===== src/rtl/lsu_pkg.sv =====
// Shared encodings, constants and lane helpers for the MEM-stage load/store unit.
package lsu_pkg;

  localparam int WORD_BYTES    = 4;
  localparam int DEFAULT_DEPTH = 128;

  typedef enum logic [2:0] {
    OP_LB  = 3'b000,
    OP_LH  = 3'b001,
    OP_LW  = 3'b010,
    OP_LBU = 3'b100,
    OP_LHU = 3'b101
  } op_e;

  typedef enum logic [1:0] {
    SZ_B = 2'b00,
    SZ_H = 2'b01,
    SZ_W = 2'b10
  } size_e;

  typedef enum logic {
    IDLE  = 1'b0,
    MERGE = 1'b1
  } state_e;

  // op[2] selects zero-extension; op[1:0] is the access size
  function automatic logic [31:0] extend_load(input logic [31:0] word, input logic [2:0] op,
                                              input logic [1:0] lane);
    logic [7:0]  b;
    logic [15:0] h;
    logic [31:0] res;
    b = word[{lane, 3'b000} +: 8];
    h = word[{lane[1], 4'b0000} +: 16];
    case (op[1:0])
      SZ_B:    res = op[2] ? {24'h0, b} : {{24{b[7]}}, b};
      SZ_H:    res = op[2] ? {16'h0, h} : {{16{h[15]}}, h};
      default: res = word;
    endcase
    return res;
  endfunction

  function automatic logic [31:0] merge_store(input logic [31:0] word, input logic [31:0] wdata,
                                              input logic [1:0] size, input logic [1:0] lane);
    logic [31:0] res;
    res = word;
    case (size)
      SZ_B:    res[{lane, 3'b000} +: 8] = wdata[7:0];
      SZ_H:    res[{lane[1], 4'b0000} +: 16] = wdata[15:0];
      default: res = wdata;
    endcase
    return res;
  endfunction

endpackage


===== src/rtl/lsu_lane_align.sv =====
// Lane select/extension for loads and lane merge for sub-word stores; purely combinational.
import lsu_pkg::*;

module lsu_lane_align (
  input  logic [31:0] word,
  input  logic [31:0] wdata,
  input  logic [2:0]  op,
  input  logic [1:0]  lane,
  output logic [31:0] load_data,
  output logic [31:0] merge_data
);

  assign load_data  = extend_load(word, op, lane);
  assign merge_data = merge_store(word, wdata, op[1:0], lane);

endmodule


===== src/rtl/lsu_mem_stage.sv =====
// MEM-stage load/store unit: alignment/range checks, RMW for sub-word stores, registered load response.
// state | meaning
// IDLE  | accepting requests; loads and SW complete here, SB/SH read the old word
// MERGE | writing back the merged word for SB/SH; upstream stalled
import lsu_pkg::*;

module lsu_mem_stage #(
  parameter int DEPTH = DEFAULT_DEPTH,
  parameter int IDX_W = $clog2(DEPTH)
) (
  input  logic        Clk,
  input  logic        Reset,
  input  logic        req_valid,
  output logic        req_ready,
  input  logic        req_store,
  input  logic [2:0]  req_op,
  input  logic [31:0] req_addr,
  input  logic [31:0] req_wdata,
  output logic        rsp_valid,
  output logic [31:0] rsp_rdata,
  output logic        rsp_err,
  output logic        MemRead,
  output logic        MemWrite,
  output logic [31:0] Address,
  output logic [31:0] WriteData,
  input  logic [31:0] ReadData
);

  state_e             state_q, state_d;
  logic [IDX_W-1:0]   idx_q;
  logic [1:0]         lane_q;
  logic [1:0]         size_q;
  logic [15:0]        wdata_q;
  logic [31:0]        merge_q;

  logic               accept, is_word, misaligned, out_of_range, err;
  logic [31:0]        align_word, align_wdata, load_data, merge_data;
  logic [2:0]         align_op;
  logic [1:0]         align_lane;

  assign req_ready    = (state_q == IDLE) && !Reset;
  assign accept       = req_valid && req_ready;
  assign is_word      = req_op[1];
  assign misaligned   = ((req_op[1:0] == SZ_H) && req_addr[0]) || (is_word && (req_addr[1:0] != 2'b00));
  assign out_of_range = req_addr >= 32'(DEPTH * WORD_BYTES);
  assign err          = misaligned || out_of_range;

  lsu_lane_align u_align (
    .word       (align_word),
    .wdata      (align_wdata),
    .op         (align_op),
    .lane       (align_lane),
    .load_data  (load_data),
    .merge_data (merge_data)
  );

  always_comb begin
    state_d     = state_q;
    MemRead     = 1'b0;
    MemWrite    = 1'b0;
    Address     = {{(32-IDX_W){1'b0}}, req_addr[IDX_W+1:2]};
    WriteData   = req_wdata;
    align_word  = ReadData;
    align_wdata = req_wdata;
    align_op    = req_op;
    align_lane  = req_addr[1:0];
    case (state_q)
      IDLE: begin
        if (accept && !err) begin
          if (req_store && is_word) begin
            MemWrite = 1'b1;
          end else begin
            MemRead = 1'b1;
            if (req_store) state_d = MERGE;
          end
        end
      end
      MERGE: begin
        align_word  = merge_q;
        align_wdata = {16'h0, wdata_q};
        align_op    = {1'b0, size_q};
        align_lane  = lane_q;
        Address     = {{(32-IDX_W){1'b0}}, idx_q};
        WriteData   = merge_data;
        MemWrite    = 1'b1;
        state_d     = IDLE;
      end
      default: state_d = IDLE;
    endcase
    // Reset kills any in-flight merge write immediately, not at the next edge
    if (Reset) begin
      MemRead   = 1'b0;
      MemWrite  = 1'b0;
      Address   = 32'h0;
      WriteData = 32'h0;
    end
  end

  always_ff @(posedge Clk or posedge Reset) begin
    if (Reset) begin
      state_q   <= IDLE;
      idx_q     <= '0;
      lane_q    <= 2'b00;
      size_q    <= 2'b00;
      wdata_q   <= 16'h0;
      merge_q   <= 32'h0;
      rsp_valid <= 1'b0;
      rsp_err   <= 1'b0;
      rsp_rdata <= 32'h0;
    end else begin
      state_q   <= state_d;
      rsp_valid <= 1'b0;
      rsp_err   <= 1'b0;
      rsp_rdata <= 32'h0;
      if (state_q == MERGE) begin
        rsp_valid <= 1'b1;
      end else if (accept) begin
        if (err) begin
          rsp_valid <= 1'b1;
          rsp_err   <= 1'b1;
        end else if (!req_store) begin
          rsp_valid <= 1'b1;
          rsp_rdata <= load_data;
        end else if (is_word) begin
          rsp_valid <= 1'b1;
        end else begin
          idx_q   <= req_addr[IDX_W+1:2];
          lane_q  <= req_addr[1:0];
          size_q  <= req_op[1:0];
          wdata_q <= req_wdata[15:0];
          merge_q <= ReadData;
        end
      end
    end
  end

endmodule


===== config.mk =====
export PLATFORM = sky130hd
export DESIGN_NAME = lsu_mem_stage
export DESIGN_NICKNAME = d
export VERILOG_FILES = /design/src/rtl/lsu_pkg.sv /design/src/rtl/lsu_lane_align.sv /design/src/rtl/lsu_mem_stage.sv
export SDC_FILE = /design/constraint.sdc
export NUM_CORES = 1
export LEC_CHECK = 0
export BUFFER_PORTS_ARGS = -buffer_cell sky130_fd_sc_hd__buf_2
export CAP_MARGIN = 20
export CORE_MARGIN = 2
export CORE_UTILIZATION = 50
export CTS_CLUSTER_DIAMETER = 80
export DETAILED_ROUTE_END_ITERATION = 8
export PLACE_DENSITY = 0.79
export SYNTH_ARGS = -nofsm -noshare
export SYNTH_HDL_FRONTEND = slang
export SYNTH_SLANG_ARGS = --single-unit
export TNS_END_PERCENT = 20

===== constraint.sdc =====
create_clock -name Clk -period 4 [get_ports Clk]
set_clock_uncertainty 0.2 [all_clocks]
set_input_delay 0 -clock Clk [delete_from_list [all_inputs] [get_ports Clk]]
set_output_delay 0 -clock Clk [all_outputs]
set_load 0.02 [all_outputs]

==> reports/metrics.cfg, run 1 <==
[run_status]
status = complete, no violations

[cts]
clk_pin_slew_ns = 0.07
cts-root-buf = clkbuf_16
tritoncts = yes
post_cts_resized = 0
clock_path_buffers = 2
cts.sinks = 93
cts_made_buffers = 9
h-tree-depth = 3
clk_latency_ns = 0.36

[setup_path]
cp_max_fo = 50
rr_startpoint = state_q
end_kind = output port
r2r-end = rsp_rdata[14]
crit_required_ns = 3.80
startpoint_type = flop
crit_type = reg2out
ff2ff_path_depth = 5
cp.arrival_ns = 3.50
ff2ff_setup_slack_ns = 0.46

[synth]
synth_area_per_cell_um2 = 9.74
synth_top_area_share_pct = 36.9
yosysWarnings = 0
syn_area_um2 = 6300
synth_ff_type = dfrtp_1
ys_types = 57
synthCells = 647
synth.area.top_cells = dfrtp_1 (37%), mux2i_1 (11%), mux2_1 (10%)
synth_enable_flop_cells = 0
synth-seq-cells = 93
synth.yosys.seq_area_share_pct = 36.9
async_reset_ff_share_pct = 100
synth_top_cell_by_area = dfrtp_1

[layout]
fin_nets = 978
multi_input_area_um2 = 3580
final_common_cell = buf_2
fillers = 1018
drive_gt1_share_pct = 27.7
instances_no_fill = 1047
area_growth_pct = 30.1
utilization_pct = 65.8
antenna_cells = 0
regArea_um2 = 2330
final_cell_mix = buf_2 (178), dfrtp_1 (92), mux2i_1 (72)

[grt]
grt_pass1_wl_mm = 32.6
grt_max_degree = 62
grt_usage_pct = 31.7
antenna_found_initial = 0
grt_pass1_vias = 6106
grt_overflow = 0

[die]
start_util_pct = 50.6
die_y_um = 116
core_area_um2 = 12500
design.die.area_um2 = 13500
row_count = 41
io_pins = 204
die_w_um = 116

[sta]
tns_ns = 0
fmax_ghz = 0.270
rsz0062_at_grt = false
period_share_pct = 92.4
hold_violations = 0
worst_pin_slew_ns = 1.09
slew_headroom_pct = 27.2
setup_viol = 0
min_period_ns = 3.70
drv_slew = 0

[job]
cap_violations = 0

[routing]
wl_per_cell_um = 20.6
via_count = 6310
route.detailed.drc = 0
detail_route.first_pass.iterations = 5
via_per_inst = 6.03
drtAntennaViolNets = 0
drt-total-wl_mm = 21.5
drt_iter0_drc = 542

[hold_path]
worstHoldStart = req_op[1]
hp-class = in2reg
min_to = rsp_rdata[3]
hold-path-cell-count = 3

[place]
dpl.hpwl_mm = 14.8
dp_cells = 965
gp_congestion = 0.974
portBuffers = 178

[power_and_ir_drop]
power_mw = 2.25
leakage_nw = 3.92
ir_drop_uv = 295
powerDensity_nw_per_um2 = 274

-- sequential cells by signal, indices dropped and copies added, names as in the netlist --
signal / cells
wdata_q: 16
rsp_valid: 1
rsp_rdata: 32
rsp_err: 1
idx_q: 7
state_q: 1
lane_q: 2
size_q: 1
merge_q: 32
-- report_power, final --
| part | internal, mW | switching, mW |
|---|---|---|
| Combinational | 0.158 | 0.257 |
| Sequential | 0.941 | 0.000156 |
| Clock | 0.504 | 0.391 |
-- synth_stat cells (12+ instances only) --
cell and count:
dfrtp_1 93, mux2i_1 72, mux2_1 58, nor2_1 49, nand2_1 41, a21oi_1 34, buf_4 31, clkbuf_1 24
nor3_1 20, o21ai_0 18, buf_2 17, nor4_2 15, inv_1 14, nor4_1 12
-- cells by family (layout without fill, tap and decap cells) --
group | after synthesis | count (layout) | synth area share (%)
adder cells (fa/ha/maj) | 5 | 5 | 0.992
flip-flops | 93 | 93 | 36.9
buffers and inverters | 93 | 297 | 7.84
AO/OA/AOI/OAI | 146 | 146 | 16.4
other | 1 | 25 | 0.0595
AND/OR/NAND/NOR | 173 | 173 | 14.8
multiplexers | 136 | 136 | 22.9
-- through the flow --
stage | hold WS [ns] | setup slack, ns | area [um2]
global placement | 0.0303 | 0.691 | 7240
CTS | 0.00586 | 0.372 | 8200
finish | 0.0189 | 0.303 | 8200
detailed placement | 0.0376 | 0.567 | 7240
global route | 0.0527 | 0.154 | 8200
floorplan | -0.0674 | 0.505 | 6390
-- how the worst max path moves through the flow --
stage | start | end | slack, ns | depth (start not counted)
finish | state_q | WriteData[1] | 0.30 | 6
global route | state_q | WriteData[1] | 0.15 | 6
CTS | state_q | WriteData[1] | 0.37 | 6
detailed placement | state_q | rsp_rdata[16] | 0.57 | 5
global placement | state_q | rsp_rdata[31] | 0.69 | 5
floorplan | state_q | WriteData[2] | 0.51 | 9
-- per-layer routing --
layer | track usage (%) | wire, um | vias up | part of all wire, %
li1 | - | - | 2821 | -
met1 | 42.6 | 9010 | 3022 | 42
met2 | 49.9 | 9920 | 410 | 46
met3 | 6.59 | 1910 | 57 | 8.9
met4 | 13.7 | 679 | 0 | 3.2
met5 | 0 | 0 | - | 0
-- what timing repair did --
action                                 in CTS  in global routing
hold buffers                               66                  0
setup endpoints to repair                   0                  0
buffers inserted                            0                  0
endpoints found under the hold margin     148                  0
-- final cells by class --
cell class / instances / area share [%]
multi-input cells: 485 / 43.7
flip-flops and latches: 93 / 28.4
repair buffers: 265 / 20.8
clock buffers: 11 / 2.96
well taps: 172 / 2.62
inverters: 16 / 0.763
clock inverters: 5 / 0.717
-- worst max-delay path, cell delays in order, from the launching register on --
cell,delay (ns)
dfrtp_4,0.45
buf_4,0.56
nor2b_1,0.88
nor2_1,0.41
o32ai_1,0.50
o21ai_1,0.15
buf_2,0.18
Power figures use the tool's default switching activity.
==> inputs of run 2 (changes only) <==
--- a/config.mk
+++ b/config.mk
@@ -8,10 +8,10 @@
 export BUFFER_PORTS_ARGS = -buffer_cell sky130_fd_sc_hd__buf_2
 export CAP_MARGIN = 20
 export CORE_MARGIN = 2
-export CORE_UTILIZATION = 50
+export CORE_UTILIZATION = 52
 export CTS_CLUSTER_DIAMETER = 80
 export DETAILED_ROUTE_END_ITERATION = 8
-export PLACE_DENSITY = 0.79
+export PLACE_DENSITY = 0.82
 export SYNTH_ARGS = -nofsm -noshare
 export SYNTH_HDL_FRONTEND = slang
 export SYNTH_SLANG_ARGS = --single-unit
==> run 2 against run 1 <==
Compared with the run above:
- register-to-register slack better by 0.44 ns
- die area down 3.7%
- total power up 4.6%
- cell area up 0.41%
- global-route usage up 1.0 points
- critical path depth up 4
- setup slack better by 0.20 ns
==> reports/metrics.cfg, run 2 (synthesis results as in run 1) <==
[die]
io_pins = 204
start_util_pct = 52.9
design.die.area_um2 = 13000
row_count = 40
die_w_um = 114
die_y_um = 114
core_area_um2 = 11900

[layout]
instances_no_fill = 1024
antenna_cells = 0
drive_gt1_share_pct = 27.8
fin_nets = 980
final_area_um2 = 8240
final_cell_mix = buf_2 (178), dfrtp_1 (92), mux2i_1 (72)
area_growth_pct = 30.6
final_common_cell = buf_2
reg_top3 = merge_q x32, rsp_rdata x32, wdata_q x16

[setup_path]
cp.arrival_ns = 3.30
ff2ff_setup_slack_ns = 0.90
end_kind = output port
rr_startpoint = state_q
startpoint_type = flop
crit_type = reg2out
crit_required_ns = 3.80
crit_start = state_q
cp_max_fo = 13

[power_and_ir_drop]
leakage_nw = 3.95
powerDensity_nw_per_um2 = 286
ir_drop_uv = 222
power_mw = 2.35

[sta]
hold_ws_ns = 0.0318
drv_slew = 0
slew_headroom_pct = 35.1
setup_viol = 0
fmax_ghz = 0.286
rsz0062_at_grt = false
tns_ns = 0
worst_pin_slew_ns = 0.970
hold_violations = 0
period_share_pct = 87.6
min_period_ns = 3.50

[cts]
clock_path_buffers = 2
cts.sinks = 93
cts-root-buf = clkbuf_16
tritoncts = yes
post_cts_resized = 0
h-tree-depth = 3
clk_pin_slew_ns = 0.06
clk_latency_ns = 0.36
cts_made_buffers = 9

[place]
dpl.hpwl_mm = 14.6
gp_congestion = 0.982
placed_cell_area_um2 = 7230
portBuffers = 178
dp_cells = 942

[grt]
antenna_found_initial = 0
grt_overflow = 0
grt_pass1_vias = 6135
grt_max_degree = 59
grt_pass1_wl_mm = 32.8
grt_usage_pct = 32.7

[routing]
wl_per_cell_um = 20.9
route.detailed.drc = 0
drtAntennaViolNets = 0
via_per_inst = 6.19
drt_iter0_drc = 609
via_count = 6340
drt-total-wl_mm = 21.4
detail_route.first_pass.iterations = 5

[hold_path]
worstHoldStart = req_op[2]
hp-class = in2reg

[run_status]
status = complete, no violations

[job]
cap_violations = 0

run 2: cell types whose count changed in the layout (fill, tap and decap cells not counted), sizes merged:
cell	change
bufinv	+2
clkinv	+2
clkinvlp	-1
buf	+2
inv	-2
clkbuf	-1
run 2: metrics by stage:
step                      setup WS [ns]  util [%]
final                             0.498      69.1
after global routing              0.245      69.1
after CTS                         0.559      69.1
after detailed placement          0.970      60.7
after global placement             1.03      60.7
after floorplan                   0.505         -
run 2: repair_timing:
item / 4_1_cts / 5_1_grt
hold endpoints to repair: 116 / 0
buffers inserted: 0 / 0
hold buffers: 66 / 0
endpoints found under the setup margin: 0 / 0
run 2: cell type report:
cell class | instances | area (um2)
clock buffer | 10 | 229
clock inverter | 6 | 111
fill | 938 | 3680
inverter | 16 | 61.3
multi-input combinational | 485 | 3580
sequential | 93 | 2330
tap | 147 | 184
timing repair buffer | 267 | 1740
run 2: where the power goes:
group	total (mW)	switching [mW]	internal, mW
logic	0.418	0.259	0.159
clock network	0.995	0.384	0.611
registers	0.941	0.000248	0.941
total	2.35	0.643	1.71
run 2: worst paths after layout:
check,endpoint,cells past startpoint
max,WriteData[29],10
min,rsp_rdata[16],4
max reg2reg,rsp_rdata[11],6
min reg2reg,idx_q[5],1
max in group asynchronous,state_q,4
min in group asynchronous,wdata_q[11],3
run 2: worst max-delay path: stages (launching register included):
cell and delay [ns]:
dfrtp_4 0.52, mux2i_1 0.15, buf_4 0.20, inv_1 0.06
buf_4 0.18, ha_1 0.32, or3b_1 0.42, or3_1 0.36
a221o_1 0.36, a21oi_1 0.17, buf_2 0.19
run 2: metal layers:
layer  vias to the layer above  global-route usage (%)  share of wire [%]  wire length [um]
li1                       2823                       -                  -                 -
met3                        68                    9.48                 12              2500
met1                      2996                    42.7                 39              8290
met5                         -                       0                  0                 0
met2                       453                    51.6                 46              9870
met4                         0                    12.7                3.4               718
